`src/rtl/oai222_arc_pkg.sv`:
```
`default_nettype none
// ============================================================================
//  Module      : oai222_arc_pkg
//  Description : Shared definitions for the OAI222 arc sequencer: FSM state
//                encoding, pin index constants, the check count, the
//                two-pin group-code table and the OAI222 truth function.
//  Revision    : 1.0 - initial release
// ============================================================================
package oai222_arc_pkg;

    localparam int NUM_CHECKS = 108;

    // FSM state encoding
    typedef logic [2:0] arc_state_t;
    localparam arc_state_t ST_IDLE   = 3'd0;
    localparam arc_state_t ST_APPLY  = 3'd1;
    localparam arc_state_t ST_SETTLE = 3'd2;
    localparam arc_state_t ST_SAMPLE = 3'd3;
    localparam arc_state_t ST_DONE   = 3'd4;

    // Pin indices; pin p lives on drv bit (5-p)
    localparam logic [2:0] PIN_A1 = 3'd0;
    localparam logic [2:0] PIN_A2 = 3'd1;
    localparam logic [2:0] PIN_B1 = 3'd2;
    localparam logic [2:0] PIN_B2 = 3'd3;
    localparam logic [2:0] PIN_C1 = 3'd4;
    localparam logic [2:0] PIN_C2 = 3'd5;

    // Codes {01,10,11} applied to a non-tested group; every one of them
    // makes that group's OR term true, so the tested pin alone decides ZN.
    localparam logic [5:0] GROUP_CODES = {2'b11, 2'b10, 2'b01};

    function automatic logic [1:0] group_code(input logic [1:0] idx);
        logic [1:0] code;
        case (idx)
            2'd0:    code = GROUP_CODES[1:0];
            2'd1:    code = GROUP_CODES[3:2];
            default: code = GROUP_CODES[5:4];
        endcase
        return code;
    endfunction

    // ZN = NOT((A1|A2)&(B1|B2)&(C1|C2)), drv ordered A1,A2,B1,B2,C1,C2
    function automatic logic oai222_zn(input logic [5:0] d);
        return ~((d[5] | d[4]) & (d[3] | d[2]) & (d[1] | d[0]));
    endfunction

endpackage
`default_nettype wire

```
`src/rtl/oai222_arc_vecgen.sv`:
```
`default_nettype none
// ============================================================================
//  Module      : oai222_arc_vecgen
//  Description : Combinational vector generator. Maps a check coordinate
//                (pin p, side-condition c, phase ph) to the 6-bit cell drive
//                and the expected ZN for that drive.
//  Ports       : i_p      [2:0] tested pin 0..5 (A1..C2)
//                i_c      [3:0] side-condition index 0..8
//                i_ph           value driven on the tested pin
//                o_drv    [5:0] A1,A2,B1,B2,C1,C2
//                o_exp_zn       expected ZN for o_drv
//  Revision    : 1.0 - initial release
// ============================================================================
module oai222_arc_vecgen
    import oai222_arc_pkg::*;
(
    input  logic [2:0] i_p,
    input  logic [3:0] i_c,
    input  logic       i_ph,
    output logic [5:0] o_drv,
    output logic       o_exp_zn
);

    logic [1:0] w_hi_idx;
    logic [1:0] w_lo_idx;
    logic [1:0] w_grp;
    logic [1:0] w_field;
    logic       w_hi_used;

    // c splits into c/3 (first other group) and c%3 (second other group)
    always_comb begin
        w_hi_idx = 2'd0;
        w_lo_idx = 2'd0;
        case (i_c)
            4'd0:    begin w_hi_idx = 2'd0; w_lo_idx = 2'd0; end
            4'd1:    begin w_hi_idx = 2'd0; w_lo_idx = 2'd1; end
            4'd2:    begin w_hi_idx = 2'd0; w_lo_idx = 2'd2; end
            4'd3:    begin w_hi_idx = 2'd1; w_lo_idx = 2'd0; end
            4'd4:    begin w_hi_idx = 2'd1; w_lo_idx = 2'd1; end
            4'd5:    begin w_hi_idx = 2'd1; w_lo_idx = 2'd2; end
            4'd6:    begin w_hi_idx = 2'd2; w_lo_idx = 2'd0; end
            4'd7:    begin w_hi_idx = 2'd2; w_lo_idx = 2'd1; end
            4'd8:    begin w_hi_idx = 2'd2; w_lo_idx = 2'd2; end
            default: begin w_hi_idx = 2'd0; w_lo_idx = 2'd0; end
        endcase
    end

    assign w_grp = i_p[2:1];

    // Walk the groups in A,B,C order; the tested group gets {ph,0} or
    // {0,ph} (partner held low), the others take the two codes in order.
    always_comb begin
        o_drv     = '0;
        w_field   = '0;
        w_hi_used = 1'b0;
        for (int g = 0; g < 3; g++) begin
            if (w_grp == 2'(g)) begin
                w_field = i_p[0] ? {1'b0, i_ph} : {i_ph, 1'b0};
            end else if (!w_hi_used) begin
                w_field   = group_code(w_hi_idx);
                w_hi_used = 1'b1;
            end else begin
                w_field = group_code(w_lo_idx);
            end
            o_drv[5-2*g -: 2] = w_field;
        end
    end

    assign o_exp_zn = oai222_zn(o_drv);

endmodule
`default_nettype wire

```
`src/rtl/oai222_arc_sequencer.sv`:
```
`default_nettype none
// ============================================================================
//  Module      : oai222_arc_sequencer
//  Description : Sweeps all 108 sensitisation arcs of an OAI222 cell, waits
//                SETTLE cycles per vector, compares ZN against the expected
//                value and reports a saturating error count, pass flag and
//                first-fail index.
//  Ports       : CLK, RN (async active-low reset)
//                start, abort     sweep control
//                zn               cell output under test
//                drv[5:0]         A1,A2,B1,B2,C1,C2 (registered)
//                busy, done, pass status
//                err_cnt[ERRW-1:0], ff_valid, ff_idx[6:0] results
//  Revision    : 1.0 - initial release
// ============================================================================
module oai222_arc_sequencer
    import oai222_arc_pkg::*;
#(
    parameter int SETTLE = 4,
    parameter int ERRW   = 8
) (
    input  logic            CLK,
    input  logic            RN,
    input  logic            start,
    input  logic            abort,
    input  logic            zn,
    output logic [5:0]      drv,
    output logic            busy,
    output logic            done,
    output logic            pass,
    output logic [ERRW-1:0] err_cnt,
    output logic            ff_valid,
    output logic [6:0]      ff_idx
);

    localparam logic [7:0] C_SETTLE_LAST = 8'(SETTLE - 1);
    localparam logic [6:0] C_LAST_K      = 7'(NUM_CHECKS - 1);

    arc_state_t      r_state;
    logic [2:0]      r_p;
    logic [3:0]      r_c;
    logic            r_ph;
    logic [6:0]      r_k;
    logic [7:0]      r_settle;
    logic [5:0]      r_drv;
    logic            r_busy;
    logic            r_done;
    logic            r_pass;
    logic [ERRW-1:0] r_err;
    logic            r_ffv;
    logic [6:0]      r_ffi;

    logic [5:0]      w_vec_drv;
    logic            w_exp_zn;
    logic            w_mismatch;
    logic [ERRW-1:0] w_err_next;

    oai222_arc_vecgen u_vecgen (
        .i_p      (r_p),
        .i_c      (r_c),
        .i_ph     (r_ph),
        .o_drv    (w_vec_drv),
        .o_exp_zn (w_exp_zn)
    );

    // Counters are stable from APPLY through SAMPLE, so the generator's
    // expected value matches the drive currently held in r_drv.
    assign w_mismatch = (zn != w_exp_zn);
    assign w_err_next = (w_mismatch && (r_err != '1)) ? r_err + 1'b1 : r_err;

    always_ff @(posedge CLK or negedge RN) begin
        if (!RN) begin
            r_state  <= ST_IDLE;
            r_p      <= '0;
            r_c      <= '0;
            r_ph     <= 1'b0;
            r_k      <= '0;
            r_settle <= '0;
            r_drv    <= '0;
            r_busy   <= 1'b0;
            r_done   <= 1'b0;
            r_pass   <= 1'b0;
            r_err    <= '0;
            r_ffv    <= 1'b0;
            r_ffi    <= '0;
        end else begin
            r_done <= 1'b0;
            // Abort wins over everything, including the final SAMPLE.
            if (abort && (r_state != ST_IDLE)) begin
                r_state <= ST_IDLE;
                r_drv   <= '0;
                r_busy  <= 1'b0;
                r_pass  <= 1'b0;
            end else begin
                case (r_state)
                    ST_IDLE: begin
                        if (start) begin
                            r_state <= ST_APPLY;
                            r_busy  <= 1'b1;
                            r_err   <= '0;
                            r_pass  <= 1'b0;
                            r_ffv   <= 1'b0;
                            r_ffi   <= '0;
                            r_p     <= '0;
                            r_c     <= '0;
                            r_ph    <= 1'b0;
                            r_k     <= '0;
                        end
                    end
                    ST_APPLY: begin
                        r_drv    <= w_vec_drv;
                        r_settle <= '0;
                        r_state  <= ST_SETTLE;
                    end
                    ST_SETTLE: begin
                        if (r_settle == C_SETTLE_LAST) begin
                            r_state <= ST_SAMPLE;
                        end else begin
                            r_settle <= r_settle + 8'd1;
                        end
                    end
                    ST_SAMPLE: begin
                        r_err <= w_err_next;
                        if (w_mismatch && !r_ffv) begin
                            r_ffv <= 1'b1;
                            r_ffi <= r_k;
                        end
                        if (r_k == C_LAST_K) begin
                            r_state <= ST_DONE;
                            r_done  <= 1'b1;
                            r_pass  <= (w_err_next == '0);
                            r_drv   <= '0;
                            r_busy  <= 1'b0;
                        end else begin
                            // k = p*18 + c*2 + ph: ph fastest, then c, then p
                            r_k  <= r_k + 7'd1;
                            r_ph <= ~r_ph;
                            if (r_ph) begin
                                if (r_c == 4'd8) begin
                                    r_c <= '0;
                                    r_p <= r_p + 3'd1;
                                end else begin
                                    r_c <= r_c + 4'd1;
                                end
                            end
                            r_state <= ST_APPLY;
                        end
                    end
                    ST_DONE: begin
                        r_state <= ST_IDLE;
                    end
                    default: begin
                        r_state <= ST_IDLE;
                    end
                endcase
            end
        end
    end

    assign drv      = r_drv;
    assign busy     = r_busy;
    assign done     = r_done;
    assign pass     = r_pass;
    assign err_cnt  = r_err;
    assign ff_valid = r_ffv;
    assign ff_idx   = r_ffi;

endmodule
`default_nettype wire

```
`config.mk`:
```
export PLATFORM = sky130hd
export DESIGN_NAME = oai222_arc_sequencer
export DESIGN_NICKNAME = d
export VERILOG_FILES = /design/src/rtl/oai222_arc_pkg.sv /design/src/rtl/oai222_arc_vecgen.sv /design/src/rtl/oai222_arc_sequencer.sv
export SDC_FILE = /design/constraint.sdc
export NUM_CORES = 1
export LEC_CHECK = 0
export ABC_AREA = 1
export BUFFER_PORTS_ARGS = -buffer_cell sky130_fd_sc_hd__buf_4
export CAP_MARGIN = 20
export CORE_MARGIN = 4
export CORE_UTILIZATION = 30
export DETAILED_ROUTE_END_ITERATION = 8
export PLACE_DENSITY = 0.6
export SETUP_SLACK_MARGIN = 0.3
export SYNTH_ARGS = -nofsm -noshare
export SYNTH_HDL_FRONTEND = slang
export SYNTH_SLANG_ARGS = --single-unit
```
`constraint.sdc`:
```
create_clock -name CLK -period 2.2 [get_ports CLK]
set_clock_uncertainty 0.05 [all_clocks]
set_input_delay 0.33 -clock CLK [delete_from_list [all_inputs] [get_ports CLK]]
set_output_delay 0.33 -clock CLK [all_outputs]
set_load 0.005 [all_outputs]
```
# [Word-level counts from Yosys, hierarchy flattened]
# Memories as Yosys holds them, arrays and structs flattened.
# Index checks and enable logic that the tools add are counted.
# W data, S select, Z words.
[op_classes] bitwise=8 eq_ne=21 muxes=53 reduce_logical=23 addsub=5
[op_table] operator="$pmux W8 S2" n=2
[op_table] operator="$pmux W7 S2" n=2
[op_table] operator="$mux W3" n=8
[op_table] operator="$mux W8" n=3
[op_table] operator="$mux W7" n=3
[op_table] operator="$add A8 B1 Y8 const B" n=2
[op_table] operator="$mux W4" n=4
[op_table] operator="$mux W1" n=13
[op_table] operator="$mux W2" n=6
[op_table] operator="$mux W6" n=2
[op_table] operator="$ne A2 B2 Y1 const B" n=6
[op_table] operator="$pmux W3 S4" n=1
[op_table] operator="$pmux W6 S2" n=1
[op_table] operator="$ne A3 B3 Y1 const B" n=3
[op_table] operator="$reduce_and A3 Y1" n=3
[op_table] operator="$reduce_bool A3 Y1" n=3
[op_table] operator="$eq A8 B2 Y1 const B" n=1
[op_table] operator="$logic_not A8 Y1" n=1
[op_table] operator="$ne A8 B8 Y1 const B" n=1
[op_table] operator="$pmux W1 S2" n=4
[op_table] operator="$pmux W2 S2" n=2
[op_table] operator="$pmux W4 S2" n=1
[op_table] operator="$reduce_and A4 Y1" n=2
[op_table] operator="$add A7 B1 Y7 const B" n=1
[op_table] operator="21 further kinds" n=35
[totals] regBits=51 mem_bits_ro=64 out_inout_bits=25 memories=1 elab_cells=124
[memory_table] name="(no name shown)" words=16 width=4 read_ports=1 rd_clocked_by_memory_dff=0 write_ports=0 line="oai222_arc_vecgen.sv:34" text="case (i_c)"

# [Logic depth before layout (Yosys ltp)]
# An unclocked memory read counts as a cell.
[depth] word_depth=16 mapped_depth=16 ltp_nobuf=16

# [By module]
# From an unflattened synthesis, not the netlist that was laid out.
[unflattened] hier_cells=424 area_unflattened_um2=3176.8
[by_module_without_submodules] module="oai222_arc_sequencer" n_inst=1 seq_area_each_um2=1276.2 cells_per_inst=359 area_each_um2=2860.2
[by_module_without_submodules] module="oai222_arc_vecgen" n_inst=1 seq_area_each_um2=0.0 cells_per_inst=65 area_each_um2=316.6

# [Least setup slack after synthesis]
# No wires, ideal clock.
[synth_path] path_type="register to register" startpoint="register r_c[0]" endpoint="register r_ffi[0], in the netlist ff_idx[0]" slack_ns=-0.092 t_required_ns=2.065 stages_incl_launch_ff=16 arrival_ns=2.157 path_cell_list="dfrtp_1 inv_1 ha_1 nand2_1 nand2_1 nor2_1 nand3_1 a21oi_1 nand2_1 nand3_1 nand2_1 nand2_2 nand2_2 a21oi_4 nand2_1 o22ai_1"
[synth_between] elab_chain_len=13 word_cells_on_any_way=22
[synth_lines] item="from (decl)" line="oai222_arc_sequencer.sv:41" text="logic [3:0] r_c;"
[synth_lines] item="from (signal assigned)" line="oai222_arc_sequencer.sv:143" text="r_c <= r_c + 4'd1;"
[synth_lines] item="$mem_v2 Z16 W4 (*)"
[synth_lines] item="$eq A2 B1 Y1 / $logic_not A2 Y1 (equally long branches)" line="oai222_arc_pkg.sv:35" text="case (idx)"
[synth_lines] item="$pmux W2 S2" line="oai222_arc_pkg.sv:35"
[synth_lines] item="$mux W2" line="oai222_arc_vecgen.sv:59" text="end else if (!w_hi_used) begin"
[synth_lines] item="$mux W2" line="oai222_arc_vecgen.sv:57" text="if (w_grp == 2'(g)) begin"
[synth_lines] item="$or A1 B1 Y1" line="oai222_arc_pkg.sv:45" text="return ~((d[5] | d[4]) & (d[3] | d[2]) & (d[1] | d[0]));"
[synth_lines] item="$and A1 B1 Y1" line="oai222_arc_pkg.sv:45"
[synth_lines] item="$and A1 B1 Y1 (*)" line="oai222_arc_pkg.sv:45"
[synth_lines] item="$not A1 Y1 (*)" line="oai222_arc_pkg.sv:45"
[synth_lines] item="$ne A1 B1 Y1 (*)" line="oai222_arc_sequencer.sv:68" text="assign w_mismatch = (zn != w_exp_zn);"
[synth_lines] item="$logic_and A1 B1 Y1 (*)" line="oai222_arc_sequencer.sv:124" text="if (w_mismatch && !r_ffv) begin"
[synth_lines] item="$ne A2 B2 Y1 (no line) (*)"
[synth_lines] item="$reduce_and A4 Y1 (no line) (*)"
[synth_lines] item="to (signal assigned)" line="oai222_arc_sequencer.sv:126" text="r_ffi <= r_k;"
[synth_lines] item="to (decl)" line="oai222_arc_sequencer.sv:51" text="logic [6:0] r_ffi;"
# Mark *: on every way between the ends. The rest lies on a longest branch, timed or not.
# A chain may end at the register's enable or synchronous reset.

# [Worst setup path after layout]
[layout_path] startpoint="register r_c[0]" endpoint="register r_pass, in the netlist pass"
[layout_between] elab_chain_len=16 word_cells_on_any_way=25
[layout_lines] item="$mem_v2 Z16 W4 (*)"
[layout_lines] item="$eq A2 B1 Y1 / $logic_not A2 Y1 (equally long branches)" line="oai222_arc_pkg.sv:35"
[layout_lines] item="$pmux W2 S2" line="oai222_arc_pkg.sv:35"
[layout_lines] item="$mux W2" line="oai222_arc_vecgen.sv:59"
[layout_lines] item="$mux W2" line="oai222_arc_vecgen.sv:57"
[layout_lines] item="$or A1 B1 Y1" line="oai222_arc_pkg.sv:45"
[layout_lines] item="$and A1 B1 Y1" line="oai222_arc_pkg.sv:45"
[layout_lines] item="$and A1 B1 Y1 (*)" line="oai222_arc_pkg.sv:45"
[layout_lines] item="$not A1 Y1 (*)" line="oai222_arc_pkg.sv:45"
[layout_lines] item="$ne A1 B1 Y1 (*)" line="oai222_arc_sequencer.sv:68"
[layout_lines] item="$logic_and A1 B1 Y1 (*)" line="oai222_arc_sequencer.sv:69" text="assign w_err_next = (w_mismatch && (r_err != '1)) ? r_err + 1'b1 : r_err;"
[layout_lines] item="$mux W8 (*)" line="oai222_arc_sequencer.sv:69"
[layout_lines] item="$logic_not A8 Y1 (*)" line="oai222_arc_sequencer.sv:131" text="r_pass <= (w_err_next == '0);"
[layout_lines] item="$mux W1 (*)" line="oai222_arc_sequencer.sv:128" text="if (r_k == C_LAST_K) begin"
[layout_lines] item="$pmux W1 S2 (*)" line="oai222_arc_sequencer.sv:95" text="case (r_state)"
[layout_lines] item="$mux W1 (*)" line="oai222_arc_sequencer.sv:89" text="if (abort && (r_state != ST_IDLE)) begin"
[layout_lines] item="to (signal assigned)" line="oai222_arc_sequencer.sv:131"
[layout_lines] item="to (decl)" line="oai222_arc_sequencer.sv:48" text="logic r_pass;"
# Mark *: on every way between the ends. The rest lies on a longest branch, timed or not. The select of a mux whose other input is x is not followed.

==> flow_summary.toml <==
[synth]
yosys_warnings = 0
synth.avg_cell_area_um2 = 7.97
synth.top_cells.by_count = "nand2_1, inv_1, dfrtp_1, o21ai_0, nor2_1"
synth_most_common_cell = "nand2_1"
synth_top_area_cell = "dfrtp_1"
synth_edf_count = 0
synth-seq-cells = 51
syn_area_um2 = 2850
synth-main-ff-cell = "dfrtp_1"
ys_top_cells_by_area = "dfrtp_1, nand2_1, inv_1, o21ai_0, nand3_1"
syn-num-nets = 372
synth.distinct_cells = 31
synth_top_area_share_pct = 44.8
synthArstFlopShare_pct = 100
ys_seq_area_share_pct = 44.8
syn_inst = 358

[setup_path]
cp.required_ns = 2.35
reg2reg_setup_slack_ns = -0.17
arrival_ns = 2.52
path_max_fanout = 5
endpoint_kind = "flop"
r2r_end = "pass$_DFFE_PN0P_"
reg2reg_from = "r_c[0]$_DFFE_PN0P_"
path_class = "flop to flop"
r2r.worst_path.cells = 14
startpoint_type = "flop"

[placed_design]
gp_congestion = 0.802
hpwl_um = 4820
port_buffers = 29

[timing]
worstMarginPinSlew_ns = 0.660
rsz0062_at_grt = "yes"
min_period_ns = 2.37
maxSlewViolCount = 0
hold-worst-slack_ns = -0.0240
hold_violations = 15
timing.final.ws_setup_ns = -0.170
slew_headroom_pct = 56.0
max_freq_mhz = 422
setup_viol = 13
fin_crit_sh_pct = 108

[power]
p_leak_uw = 0.00187
pwr_density_cell_nw_per_um2 = 1070
total_power_uw = 4170
ir_worst_vdd_mv = 0.553

[hold_path]
hold_class = "input port to async pin"

[clock_tree]
cts_tree = "yes"
clock_sinks = 51
cts_max_path_buffers = 2
hold_buffers = 0
insertion_delay_ns = 0.31
root_buffer = "clkbuf_8"
htreeDepth = 2
clkTransAtPathRegs_ns = 0.10
cts_buffers = 5

[floorplanning]
num_rows = 35
core_um2 = 9240
fp.dieH_um = 105
die_area_um2 = 11100
die_x_um = 105
initial_core_util_pct = 30.9
pin_count = 30

[run_status]
status = "finished, violations left"
violations = "negative hold slack, negative setup slack"

[drt]
drtIter0Drc = 67
wl_um = 6850
postRouteAntennaNets = 0
drt-pass1-iter-count = 4
avgViaCountPerCell = 4.61
drc_errors = 0
wl_per_cell_um = 12.2
vias = 2589

[final_layout]
nFillCells = 927
diodes = 0
layout-drive-gt1-share_pct = 33.5
area_growth_pct = 36.2
final_nets = 446

[global_route]
antenna_found_initial = 0
grt_pass1_vias = 2568
grt_use_total_pct = 12.6
grt_pass1_wl_um = 11600
grt_max_degree = 52
overflow = 0

[job]
max_cap_viol_count = 0
## cell families after synthesis
logic type      share of synthesized area [%]
compound gates                           12.8
fa+ha+maj                                3.95
flops                                    44.8
simple gates                             26.5
buf+inv                                  9.79
xor+xnor                                 2.15
## layout make-up
class / instances / area, um2 / area share [%]
clock inverters: 3 / 23.8 / 0.612
clock buffers: 5 / 68.8 / 1.77
flip-flops and latches: 51 / 1280 / 32.9
multi-input cells: 236 / 1560 / 40.2
repair buffers: 67 / 519 / 13.4
inverters: 71 / 272 / 6.99
well taps: 129 / 161 / 4.16
## state kept, by name, summed over array words and instances, names as in the netlist, 3 cells and up
signal,cells
ff_idx,7
r_c,4
err_cnt,8
r_p,3
r_k,7
r_state,3
drv,6
r_settle,8
## worst max-delay path by stage
stage,startpoint,end,slack [ns],cells past startpoint
finish,r_c[0]$_DFFE_PN0P_,pass$_DFFE_PN0P_,-0.17,14
floorplan,r_c[1]$_DFFE_PN0P_,ff_idx[0]$_DFFE_PN0P_,-0.01,15
global placement,r_c[1]$_DFFE_PN0P_,ff_idx[0]$_DFFE_PN0P_,-0.09,15
global route,r_c[2]$_DFFE_PN0P_,pass$_DFFE_PN0P_,-0.37,13
CTS,r_c[0]$_DFFE_PN0P_,pass$_DFFE_PN0P_,-0.06,15
detailed placement,r_c[0]$_DFFE_PN0P_,ff_idx[0]$_DFFE_PN0P_,-0.21,15
## placed cells by master, fill, tap and decap left out, drive strengths merged, types with 2 or more instances in the layout
| cell type | count |
|---|---|
| nand2 | 73 |
| inv | 72 |
| buf | 67 |
| dfrtp | 51 |
| nor2 | 29 |
| o21ai | 29 |
| nand3 | 27 |
| nor3 | 15 |
| a21oi | 13 |
| o22ai | 13 |
| ha | 9 |
| nand4 | 8 |
| xor2 | 7 |
| clkbuf | 5 |
| nor3b | 4 |
| nand3b | 2 |
| o21a | 2 |
## stage by stage
stage / setup slack (ns) / instances / cell area, um2 / util [%] / setup TNS (ns)
6_report: -0.170 / 562 / 3880 / 42.0 / -1.19
4_1_cts: -0.0578 / 560 / 3780 / 40.9 / -0.361
2_1_floorplan: -0.0142 / 358 / 2910 / - / -0.0142
3_3_place_gp: -0.0935 / 542 / 3500 / 37.9 / -0.725
3_5_place_dp: -0.206 / 542 / 3500 / 37.9 / -1.48
5_1_grt: -0.369 / 562 / 3880 / 42.0 / -4.30
## layer usage
| metal | GRT usage, % | part of all wire [%] |
|---|---|---|
| met5 | 0 | 0 |
| met4 | 2.96 | 1.2 |
| met3 | 3.06 | 3.6 |
| met2 | 20.6 | 47 |
| met1 | 16.8 | 48 |
## power by group
group	total (uW)	switching, uW	internal, uW
Clock	574	343	231
Sequential	1240	133	1100
Combinational	2360	1360	1000
Total	4170	1840	2340
## critical path: stages, from the launching register on
cell and delay, ns:
dfrtp_1 0.44, inv_2 0.11, ha_4 0.22, nand2_4 0.07, nand2_4 0.05, nor2_4 0.12, nand3_2 0.09, a21oi_2 0.17
nand2_2 0.09, nand4_1 0.22, nand3_2 0.19, o21ai_1 0.25, nor2_1 0.07, nand2_1 0.07, o21bai_1 0.06
## what timing repair did
item | 4_1_cts | 5_1_grt
gates cloned | 1 | 0
buffers inserted | 9 | 2
pin swaps | 20 | 18
setup endpoints to repair | 24 | 28
gates resized for setup | 33 | 27
No activity file was read; power rests on OpenSTA's default activity.
